## src/rtl/perceptron_if.sv

```systemverilog
// Strobe/ready links between the perceptron and its argument/error producers and consumers.
// Groups the argument, result, error and feedback channels; no logic.
// Each channel transfers on a cycle where stb && rdy.
interface perceptron_if #(
    parameter int N  = 2,
    parameter int AW = 8,
    parameter int WW = 16
);
    logic            arg_stb;
    logic [N*AW-1:0] arg_dat;
    logic            arg_rdy;
    logic            res_stb;
    logic [WW-1:0]   res_dat;
    logic            res_rdy;
    logic            err_stb;
    logic [WW-1:0]   err_dat;
    logic            err_rdy;
    logic            fbk_stb;
    logic [N*WW-1:0] fbk_dat;
    logic            fbk_rdy;

    // Producer/consumer side (drives arguments and errors, accepts results and feedback)
    modport master (
        output arg_stb, arg_dat, res_rdy, err_stb, err_dat, fbk_rdy,
        input  arg_rdy, res_stb, res_dat, err_rdy, fbk_stb, fbk_dat
    );

    // Perceptron side
    modport slave (
        input  arg_stb, arg_dat, res_rdy, err_stb, err_dat, fbk_rdy,
        output arg_rdy, res_stb, res_dat, err_rdy, fbk_stb, fbk_dat
    );
endinterface

```

## src/rtl/perceptron.sv

```systemverilog
// Single trainable neuron: saturating fixed-point dot product of N unsigned args with N signed weights plus bias.
// Result valid N+1 cycles after the argument handshake; training adds N cycles of feedback and N of update.
// Every strobe holds with stable data until its rdy; arg_rdy/err_rdy are low outside their accepting states.
module perceptron #(
    parameter int N    = 2,
    parameter int AW   = 8,
    parameter int WW   = 16,
    parameter int FRAC = 8,
    parameter int RW   = 4
) (
    input  logic          clk,
    input  logic          rst,
    input  logic          en,
    input  logic [RW-1:0] rate,
    perceptron_if.slave   bus,
    output logic          sat,
    input  logic          sat_clr
);
    // Intermediate wide enough for acc + weight*arg; widened further when weight*delta needs it,
    // so every product is exact before it is shifted and clamped.
    localparam int IW   = WW + AW + 2;
    localparam int XW   = (2 * WW > IW) ? 2 * WW : IW;
    localparam int IDXW = (N > 1) ? $clog2(N) : 1;
    localparam logic [IDXW-1:0] LAST = IDXW'(N - 1);
    localparam logic signed [XW-1:0] SMAX = {{(XW-WW+1){1'b0}}, {(WW-1){1'b1}}};
    localparam logic signed [XW-1:0] SMIN = {{(XW-WW+1){1'b1}}, {(WW-1){1'b0}}};

    typedef enum logic [2:0] {ST_ARG, ST_MAC, ST_RES, ST_DEL, ST_ERR, ST_FBK, ST_UPD} state_t;

    state_t          state_q, state_d;
    logic [IDXW-1:0] idx_q, idx_d;
    logic [WW-1:0]   w_q   [N];
    logic [WW-1:0]   w_d   [N];
    logic [AW-1:0]   arg_q [N];
    logic [AW-1:0]   arg_d [N];
    logic [WW-1:0]   fbk_q [N];
    logic [WW-1:0]   fbk_d [N];
    logic [WW-1:0]   bias_q, bias_d;
    logic [WW-1:0]   acc_q, acc_d;
    logic [WW-1:0]   delta_q, delta_d;
    logic [RW-1:0]   rate_q, rate_d;
    logic            res_stb_q, res_stb_d;
    logic            fbk_stb_q, fbk_stb_d;
    logic            arg_rdy_q, arg_rdy_d;
    logic            err_rdy_q, err_rdy_d;
    logic            sat_q, sat_d;

    logic signed [XW-1:0] prod, sum, step_x, bsum;
    logic [WW-1:0]        step, dsh;
    logic                 h_a, h_b, h_c, sat_hit;

    function automatic logic signed [XW-1:0] sxw(input logic [WW-1:0] v);
        return {{(XW-WW){v[WW-1]}}, v};
    endfunction

    function automatic logic signed [XW-1:0] zxa(input logic [AW-1:0] v);
        return {{(XW-AW){1'b0}}, v};
    endfunction

    // Clamp to the signed WW range; hit reports that the clamp actually limited the value.
    function automatic logic [WW-1:0] clamp(input logic signed [XW-1:0] v, output logic hit);
        hit = 1'b0;
        clamp = v[WW-1:0];
        if (v > SMAX) begin
            clamp = SMAX[WW-1:0];
            hit   = 1'b1;
        end else if (v < SMIN) begin
            clamp = SMIN[WW-1:0];
            hit   = 1'b1;
        end
    endfunction

    // Next-state, datapath and registered-output computation for all states
    always_comb begin
        state_d   = state_q;
        idx_d     = idx_q;
        bias_d    = bias_q;
        acc_d     = acc_q;
        delta_d   = delta_q;
        rate_d    = rate_q;
        res_stb_d = res_stb_q;
        fbk_stb_d = fbk_stb_q;
        arg_rdy_d = arg_rdy_q;
        err_rdy_d = err_rdy_q;
        prod      = '0;
        sum       = '0;
        step_x    = '0;
        bsum      = '0;
        step      = '0;
        dsh       = '0;
        h_a       = 1'b0;
        h_b       = 1'b0;
        h_c       = 1'b0;
        sat_hit   = 1'b0;
        for (int i = 0; i < N; i++) begin
            w_d[i]   = w_q[i];
            arg_d[i] = arg_q[i];
            fbk_d[i] = fbk_q[i];
        end

        case (state_q)
            ST_ARG: begin
                if (arg_rdy_q && bus.arg_stb) begin
                    for (int i = 0; i < N; i++) arg_d[i] = bus.arg_dat[i*AW +: AW];
                    acc_d     = bias_q;
                    idx_d     = '0;
                    arg_rdy_d = 1'b0;
                    state_d   = ST_MAC;
                end
            end
            ST_MAC: begin
                prod    = sxw(w_q[idx_q]) * zxa(arg_q[idx_q]);
                sum     = sxw(acc_q) + (prod >>> FRAC);
                acc_d   = clamp(sum, h_a);
                sat_hit = h_a;
                if (idx_q == LAST) begin
                    idx_d     = '0;
                    res_stb_d = 1'b1;
                    state_d   = ST_RES;
                end else begin
                    idx_d = idx_q + IDXW'(1);
                end
            end
            ST_RES: begin
                if (res_stb_q && bus.res_rdy) begin
                    res_stb_d = 1'b0;
                    if (en) begin
                        err_rdy_d = 1'b1;
                        state_d   = ST_DEL;
                    end else begin
                        arg_rdy_d = 1'b1;
                        state_d   = ST_ARG;
                    end
                end
            end
            ST_DEL: begin
                if (err_rdy_q && bus.err_stb) begin
                    delta_d   = bus.err_dat;
                    rate_d    = rate;
                    err_rdy_d = 1'b0;
                    idx_d     = '0;
                    state_d   = ST_ERR;
                end
            end
            ST_ERR: begin
                // Feedback uses the weights as they were for the forward pass
                prod          = sxw(w_q[idx_q]) * sxw(delta_q);
                fbk_d[idx_q]  = clamp(prod >>> FRAC, h_a);
                sat_hit       = h_a;
                if (idx_q == LAST) begin
                    idx_d     = '0;
                    fbk_stb_d = 1'b1;
                    state_d   = ST_FBK;
                end else begin
                    idx_d = idx_q + IDXW'(1);
                end
            end
            ST_FBK: begin
                if (fbk_stb_q && bus.fbk_rdy) begin
                    fbk_stb_d = 1'b0;
                    idx_d     = '0;
                    state_d   = ST_UPD;
                end
            end
            ST_UPD: begin
                prod         = sxw(delta_q) * zxa(arg_q[idx_q]);
                step_x       = (prod >>> FRAC) >>> rate_q;
                step         = clamp(step_x, h_a);
                sum          = sxw(w_q[idx_q]) + sxw(step);
                w_d[idx_q]   = clamp(sum, h_b);
                if (idx_q == '0) begin
                    dsh    = $signed(delta_q) >>> rate_q;
                    bsum   = sxw(bias_q) + sxw(dsh);
                    bias_d = clamp(bsum, h_c);
                end
                sat_hit = h_a | h_b | h_c;
                if (idx_q == LAST) begin
                    idx_d     = '0;
                    arg_rdy_d = 1'b1;
                    state_d   = ST_ARG;
                end else begin
                    idx_d = idx_q + IDXW'(1);
                end
            end
            default: begin
                arg_rdy_d = 1'b1;
                res_stb_d = 1'b0;
                fbk_stb_d = 1'b0;
                err_rdy_d = 1'b0;
                state_d   = ST_ARG;
            end
        endcase

        // A saturation in the same cycle as a clear wins
        sat_d = (sat_q && !sat_clr) || sat_hit;
    end

    // State register with synchronous reset; reset discards any in-flight transaction
    always_ff @(posedge clk) begin
        if (rst) begin
            state_q   <= ST_ARG;
            idx_q     <= '0;
            bias_q    <= '0;
            acc_q     <= '0;
            delta_q   <= '0;
            rate_q    <= '0;
            res_stb_q <= 1'b0;
            fbk_stb_q <= 1'b0;
            arg_rdy_q <= 1'b1;
            err_rdy_q <= 1'b0;
            sat_q     <= 1'b0;
            for (int i = 0; i < N; i++) begin
                w_q[i]   <= '0;
                arg_q[i] <= '0;
                fbk_q[i] <= '0;
            end
        end else begin
            state_q   <= state_d;
            idx_q     <= idx_d;
            bias_q    <= bias_d;
            acc_q     <= acc_d;
            delta_q   <= delta_d;
            rate_q    <= rate_d;
            res_stb_q <= res_stb_d;
            fbk_stb_q <= fbk_stb_d;
            arg_rdy_q <= arg_rdy_d;
            err_rdy_q <= err_rdy_d;
            sat_q     <= sat_d;
            for (int i = 0; i < N; i++) begin
                w_q[i]   <= w_d[i];
                arg_q[i] <= arg_d[i];
                fbk_q[i] <= fbk_d[i];
            end
        end
    end

    assign bus.arg_rdy = arg_rdy_q;
    assign bus.res_stb = res_stb_q;
    assign bus.res_dat = acc_q;
    assign bus.err_rdy = err_rdy_q;
    assign bus.fbk_stb = fbk_stb_q;
    assign sat         = sat_q;

    for (genvar g = 0; g < N; g++) begin : g_fbk
        assign bus.fbk_dat[g*WW +: WW] = fbk_q[g];
    end
endmodule
```

## src/flat_wrapper.sv

```systemverilog
// flat-port wrapper written by rule: the top's interface ports become plain ports
module perceptron_flat 
#(
    parameter int N    = 2,
    parameter int AW   = 8,
    parameter int WW   = 16,
    parameter int FRAC = 8,
    parameter int RW   = 4
)
  (clk, rst, en, rate, sat, sat_clr, bus_arg_stb, bus_arg_dat, bus_res_rdy, bus_err_stb, bus_err_dat, bus_fbk_rdy, bus_arg_rdy, bus_res_stb, bus_res_dat, bus_err_rdy, bus_fbk_stb, bus_fbk_dat);
  perceptron_if #(.N(N), .AW(AW), .WW(WW)) bus_i ();
  input  logic clk;
  input  logic rst;
  input  logic en;
  input  logic [RW-1:0] rate;
  output logic sat;
  input  logic sat_clr;
  input wire logic [$bits(bus_i.arg_stb)-1:0] bus_arg_stb;
  input wire logic [$bits(bus_i.arg_dat)-1:0] bus_arg_dat;
  input wire logic [$bits(bus_i.res_rdy)-1:0] bus_res_rdy;
  input wire logic [$bits(bus_i.err_stb)-1:0] bus_err_stb;
  input wire logic [$bits(bus_i.err_dat)-1:0] bus_err_dat;
  input wire logic [$bits(bus_i.fbk_rdy)-1:0] bus_fbk_rdy;
  output wire logic [$bits(bus_i.arg_rdy)-1:0] bus_arg_rdy;
  output wire logic [$bits(bus_i.res_stb)-1:0] bus_res_stb;
  output wire logic [$bits(bus_i.res_dat)-1:0] bus_res_dat;
  output wire logic [$bits(bus_i.err_rdy)-1:0] bus_err_rdy;
  output wire logic [$bits(bus_i.fbk_stb)-1:0] bus_fbk_stb;
  output wire logic [$bits(bus_i.fbk_dat)-1:0] bus_fbk_dat;
  assign bus_i.arg_stb = bus_arg_stb;
  assign bus_i.arg_dat = bus_arg_dat;
  assign bus_i.res_rdy = bus_res_rdy;
  assign bus_i.err_stb = bus_err_stb;
  assign bus_i.err_dat = bus_err_dat;
  assign bus_i.fbk_rdy = bus_fbk_rdy;
  assign bus_arg_rdy = bus_i.arg_rdy;
  assign bus_res_stb = bus_i.res_stb;
  assign bus_res_dat = bus_i.res_dat;
  assign bus_err_rdy = bus_i.err_rdy;
  assign bus_fbk_stb = bus_i.fbk_stb;
  assign bus_fbk_dat = bus_i.fbk_dat;
  perceptron #(.N(N), .AW(AW), .WW(WW), .FRAC(FRAC), .RW(RW)) u_core (.clk(clk), .rst(rst), .en(en), .rate(rate), .bus(bus_i), .sat(sat), .sat_clr(sat_clr));
endmodule
```

## config.mk

```make
export PLATFORM = sky130hd
export DESIGN_NAME = perceptron_flat
export DESIGN_NICKNAME = d
export VERILOG_FILES = /design/src/rtl/perceptron_if.sv /design/src/rtl/perceptron.sv /design/src/flat_wrapper.sv
export SDC_FILE = /design/constraint.sdc
export NUM_CORES = 2
export LEC_CHECK = 0
export CAP_MARGIN = 10
export CELL_PAD_IN_SITES_DETAIL_PLACEMENT = 0
export CELL_PAD_IN_SITES_GLOBAL_PLACEMENT = 1
export CORE_UTILIZATION = 50
export DETAILED_ROUTE_END_ITERATION = 10
export GPL_TIMING_DRIVEN = 0
export PLACE_DENSITY = 0.86
export RECOVER_POWER = 50
export SETUP_SLACK_MARGIN = 0.5
export SKIP_LAST_GASP = 1
export SYNTH_ARGS = -nofsm -noshare
export SYNTH_HDL_FRONTEND = slang
export SYNTH_SLANG_ARGS = --single-unit
```

## constraint.sdc

```tcl
create_clock -name clk -period 12.1 [get_ports clk]
set_input_delay 3.63 -clock clk [delete_from_list [all_inputs] [get_ports clk]]
set_output_delay 3.63 -clock clk [all_outputs]
set_load 0.03 [all_outputs]
```

==> results by group <==
Critical path
  – Largest delay share family, worst path: compound AO/OA/AOI/OAI gates
  – Crit end category: flop
  – CP required: 12.46 ns
  – Critical path buffer and inverter count: 6
  – CP max stage delay: 1.09 ns
  – CP dominant cell by count: fa_1
  – Setup CP Type: flop to flop
  – CP arrival: about 12 ns
  – Critical Path Slowest Stage Cell: mux2i_1
  – Worst Setup Start Kind: flop
  – Crit path max fanout: 10

Timing
  – Minimum clock period: about 11 ns
  – Unrepaired setup endpoints after global routing: false
  – Slew margin rel.: 0.106
  – Final setup vio count: 0
  – Worst hold slack: 0.459 ns
  – Slew Limit Fails: 0
  – Final hold viol count: 0
  – Fmax: 89.0 MHz
  – Worst clock skew: 0.0190 ns
  – Slew @ Worst Pin: 1.30 ns
  – Fin crit share: 0.929

Final layout
  – Final #Nets: 4184
  – Fillers: 5190
  – Fin util: 0.554
  – P&R area growth vs syn: 9.08%
  – Fin cells: 4214
  – Cell area after layout: 30600 sq um
  – Layout cell share with drive strength beyond 1: 0.0277

Placement
  – Placed Area: about 30000 sq um
  – DP Wirelength: 72900 um
  – IO buf count: 96
  – Routability Congestion: 0.932
  – DP Cell Count: roughly 4200

Pwr
  – Total chip power: between 1500 and 2000 uW
  – Peak VDD IR: 0.000122 V
  – Pleak: 0.0153 uW
  – Power density cells: 55.2 nW/um^2

Synth
  – Top cells by area, synth: fa_1, ha_1, dfxtp_1
  – Ys Warns: 0
  – Ys async rst share: 0
  – Synth Instances: 3334
  – Mapped cell area: 28100 sq um
  – Syn nets: around 4100
  – Ys flop type: dfxtp_1
  – Count leader, synth: inv_1
  – Leading cell types by count after synthesis: inv_1, fa_1, nand2_1
  – Number of synthesized register bits: 142
  – Yosys top cell by area: fa_1
  – EDFF count, synth: 16
  – Yosys top cell area share: 0.334
  – Post-synthesis sequential area ratio: 0.107
  – Mean Syn Cell Area: 8.42 sq um
  – Yosys cell types: 80

Run
  – Max Cap Violations: 0

Route
  – Post-Route WL: 86400 um
  – DRC viols: 0
  – Routed wire per std cell: 20.5 um
  – Vias per cell: 5.62
  – First-iteration detailed-routing DRC count: 1584
  – Remaining antenna violation count: 0
  – DR vias: around 24000
  – Drt first pass iters: 8

Clock tree
  – Worst-Skew Late Latency: 0.46 ns
  – Hold-fix buffers, CTS: 0
  – Total CTS buffers: 17
  – CTS root buf: clkbuf_16
  – Clock slew at reported path FFs: 0.07 ns
  – CTS tree: built
  – H-tree Lvls: 4
  – Clock sinks: ~140
  – Max Buffers Root-to-Sink: 2

Die
  – Die width: 239 um
  – Core ar.: between 50000 and 60000 sq um
  – Die Y: 239 um
  – Rows: 86
  – Die area: between 50000 and 60000 sq um
  – Starting Density: 0.508
  – # IOs: slightly below 100

GRT
  – Largest net degree at the start of global routing: 17
  – Grt ovf: 0
  – Vias in the first global route: 24470
  – Initial antenna violation count: 2
  – First-pass GRT wire length: 136000 um
  – Overall global routing resource usage: 0.312

Run status
  – Status: finished clean

Min path
  – Hold crit path type: flop to flop
## layer usage
layer / track usage / routed length, um
met1: 0.400 / 35600
met2: 0.520 / 40800
met4: 0.152 / 4430
met5: 0 / 9
met3: 0.0417 / 5480
## stage by stage
step                setup slack [ns]  setup TNS [ns]
floorplan                       2.71               0
global placement             -0.0305         -0.0305
detailed placement           -0.0346         -0.0346
CTS                            0.575               0
global route                   0.503               0
finish                         0.861               0
## worst min-delay path, stage by stage (launching register included)
cell and delay [ns]:
dfxtp_1 0.31, nand2_1 0.05, a21oi_1 0.05
## power breakdown
group	switching (uW)	total, uW	internal [uW]
Clock	239	507	268
Combinational	430	614	184
Sequential	46.7	569	523
## state kept, by name, indices dropped and copies added (netlist names), 3 cells and up, named ones only
name and flops:
u_core.arg_q 16, u_core.bias_q 16, u_core.bus.res_dat 16, u_core.delta_q 16, u_core.fbk_q 32, u_core.rate_q 4
u_core.state_q 3, u_core.w_q 32
## placed cells by master, fill, tap and decap left out, types with 21 or more instances in the layout
cell,count
a21o_1,35
clkdlybuf4s50_1,42
dfxtp_1,126
inv_1,584
nand3_1,33
nor2b_1,52
xor2_1,28
fa_1,468
xnor2_1,71
nor2_1,216
a21oi_1,174
mux2i_1,47
nor3_1,30
dlygate4sd3_1,54
ha_1,220
o21ai_0,78
a211oi_1,50
clkbuf_1,146
a311oi_1,21
nand2_1,455
and2_1,155
a221o_1,30
## path summary, 6_finish.rpt
check                    from               endpoint  slack, ns  cells past startpoint
max                      flop  u_core.bus.res_dat[6]       0.86                     34
min          u_core.w_q[1][5]       u_core.w_q[1][5]       0.46                      2
max reg2reg              flop  u_core.bus.res_dat[6]       0.86                     34
min reg2reg  u_core.w_q[1][5]       u_core.w_q[1][5]       0.46                      2
## cells by family after synthesis
group | synth area share
flops | 0.107
mux | 0.0304
compound gates | 0.129
xor+xnor | 0.0315
buf+inv | 0.102
simple gates | 0.169
fa+ha+maj | 0.432
## layout make-up
cell class	instances	area (sq um)	area share
flip-flops and latches	142	3000	0.0981
clock buffers	17	425	0.0139
plain buffers	166	647	0.0211
repair buffers	99	981	0.0320
well taps	748	936	0.0306
inverters	596	2240	0.0732
clock inverters	15	128	0.00417
multi-input cells	2430	22300	0.727
diodes	1	2.50	0.0000817
## repair_timing
action                                  in CTS  in global routing
endpoints found under the setup margin      31                 31
pin swaps                                    0                  1
resized for setup                            5                 17
setup buffers                                0                  0
No activity file was read; power rests on OpenSTA's default activity.
==> patch, RTL diff (same settings) <==
`RW` is set to 4 in 2 places; all go to 3.
--- a/src/rtl/perceptron.sv
+++ b/src/rtl/perceptron.sv
@@ -7,5 +7,5 @@
     parameter int WW   = 16,
     parameter int FRAC = 8,
-    parameter int RW   = 4
+    parameter int RW   = 3
 ) (
     input  logic          clk,
--- a/src/flat_wrapper.sv
+++ b/src/flat_wrapper.sv
@@ -6,5 +6,5 @@
     parameter int WW   = 16,
     parameter int FRAC = 8,
-    parameter int RW   = 4
+    parameter int RW   = 3
 )
   (clk, rst, en, rate, sat, sat_clr, bus_arg_stb, bus_arg_dat, bus_res_rdy, bus_err_stb, bus_err_dat, bus_fbk_rdy, bus_arg_rdy, bus_res_stb, bus_res_dat, bus_err_rdy, bus_fbk_stb, bus_fbk_dat);
Interface: changed (resized rate); port bits go from 97 to 96. No check against the original RTL was run, so the function may have changed too.
==> patch against the original RTL <==
  * Wire length shrank 3.5%
  * First-iteration DRC count is 11% higher
  * Die area down 1.1%
  * Utilization is 0.29 points lower
  * Critical path type unchanged
  * Sequential share of layout area about the same
  * Sequential cell count decreased by 1
  * Final area down 1.1%
  * Synthesized area decreased by 1.1%
  * Critical path depth shrank 2
  * Power shrank 7.6%
  * Via count down 2.9%
  * Worst setup slack improved by 100 ps
==> patch: results (changes against the original RTL) <==
root buffer cell clkbuf_16; drc violations 0 (unchanged); H-tree depth reported by CTS 4 (unchanged); CTS buffer count 17 (unchanged); CP peak stage delay 1060 ps (-30 ps); FFs w/ async S/R, synth 0% (unchanged); met1 usage 37.8% (-2.2 points); global routing usage on met2 52.7% (+0.70 points); Layout Cells excl Fill 4,166 (-1.1%); post-synthesis sequential area ratio 10.7% (+0.046 points); dpl cell area 29,700 um^2 (-1.1%); IR Drop Worst-Case VDD 0.116 mV (-5.0%); Final Routed Wirelength 83,300 um (-3.5%); clk_skew 14.9 ps (-4.10 ps); Nets 4,136 (-1.1%); number of cells after detailed placement 4,132 (-1.2%); hold crit path type flip-flop to flip-flop; Detail Placement HPWL 69,800 um (-4.2%); ratio of cells with drive above 1 in the final layout 3.19% (+0.42 points); syn_nets 4,020 (-1.1%); via/cell ratio 5.52 (-1.7%); Post-synth top cells inv_1, fa_1, nand2_1; # port buffers 94 (-2.1%); Inserted Diodes 0 (-1); Worst-Skew Late Latency 460 ps (about the same); dominant synthesized flop cell dfxtp_1; post-CTS setup buffers 0 (unchanged); DRT iter0 DRCs 1,754 (+11%); Mapped Cells 3,289 (-1.3%); initial antenna violation count 0 (-2); met3 usage 4.68% (+0.51 points); crit path max fanout 10 (unchanged); Critical Path AT 11,420 ps (-180 ps); Post-synth EDFFs 16 (unchanged); synth top area cells fa_1, ha_1, dfxtp_1; top flop regs u_core.fbk_q (32), u_core.w_q (32); status completed; gpl congestion 0.940 (+0.84%); Slew headroom 15.0% (+4.3 points); LEAKAGE 15.0 nW (-2.5%); vias in the first global route 23,900 (-2.4%); global-route wire length before repair 132,000 um (-2.9%); 1st-pass router iterations 5 (-3); slowest CP cell mux2i_1; Total GRT Usage 30.5% (-0.71 points); Synth cell types 88 (+10%); largest net degree at the start of global routing 17 (unchanged)
[patch: cell types whose count changed after synthesis, sizes merged, moves of 13 or more]
cell and delta:
o211ai +34, a211oi -20, a311oi -15, a21oi -35, o21ai +13, a221o -27, a221oi +15
[patch: report_power, final]
group          internal (W)  switching (W)  total (W)  leakage [nW]
sequential         0.000511      0.0000357   0.000547          1.18
clock              0.000298       0.000233   0.000531         0.280
combinational      0.000145       0.000340   0.000484          13.5
[patch: stage by stage]
stage	total power (W)	utilization (%)	worst slack, ps
final	0.00156	55.1	963
after global placement	0.00103	53.9	567
after detailed placement	0.00103	53.9	514
after floorplan	0.000834	-	3010
after CTS	0.00156	55.0	637
after global routing	0.00161	55.1	476
[patch: worst paths after layout]
path,start,to,slack [ps],cells after the start
worst max register to register,flip-flop,u_core.sat,960,32
worst max-delay path,flip-flop,u_core.sat,960,32
worst min register to register,u_core.w_q[1][2],u_core.w_q[1][2],460,2
worst min-delay path,u_core.w_q[1][2],u_core.w_q[1][2],460,2
[patch: what timing repair did]
action                                  4_1_cts  5_1_grt
gates resized for setup                       1       17
endpoints found under the setup margin       13       46
hold endpoints to repair                      0        0
cloned                                        0        0
hold buffers                                  0        0
[patch: metal layers]
metal,vias up,wire [um]
li1,10600,-
met1,11500,33800
met2,742,40700
met3,186,5150
met4,0,3760
met5,-,0
[patch: cell type report]
cell class | instances | area [um^2]
timing repair buffer | 97 | 967
multi-input combinational | 2388 | 21900
clock buffer | 19 | 453
clock inverter | 13 | 128
fill | 5133 | 24700
tap | 748 | 936
inverter | 596 | 2240
buffer | 164 | 657
sequential | 141 | 2980
[patch: cells by family after synthesis]
family	count (synthesis)	synth area share, %
and+or+nand+nor	1027	17.0
buffers and inverters	760	10.4
adders and majority gates	692	43.8
AOI/OAI and AO/OA	483	11.5
DFF	141	10.7
xor gates and xnor gates	107	3.50
muxes	79	2.97
[patch: critical path: cells and delay by family, from the launching register on]
kind | cells | cell delay [ps]
compound gates | 12 | 3170
xor+xnor | 1 | 220
fa+ha+maj | 6 | 2400
buf+inv | 7 | 2280
flops | 1 | 450
mux | 1 | 1060
simple gates | 5 | 1340
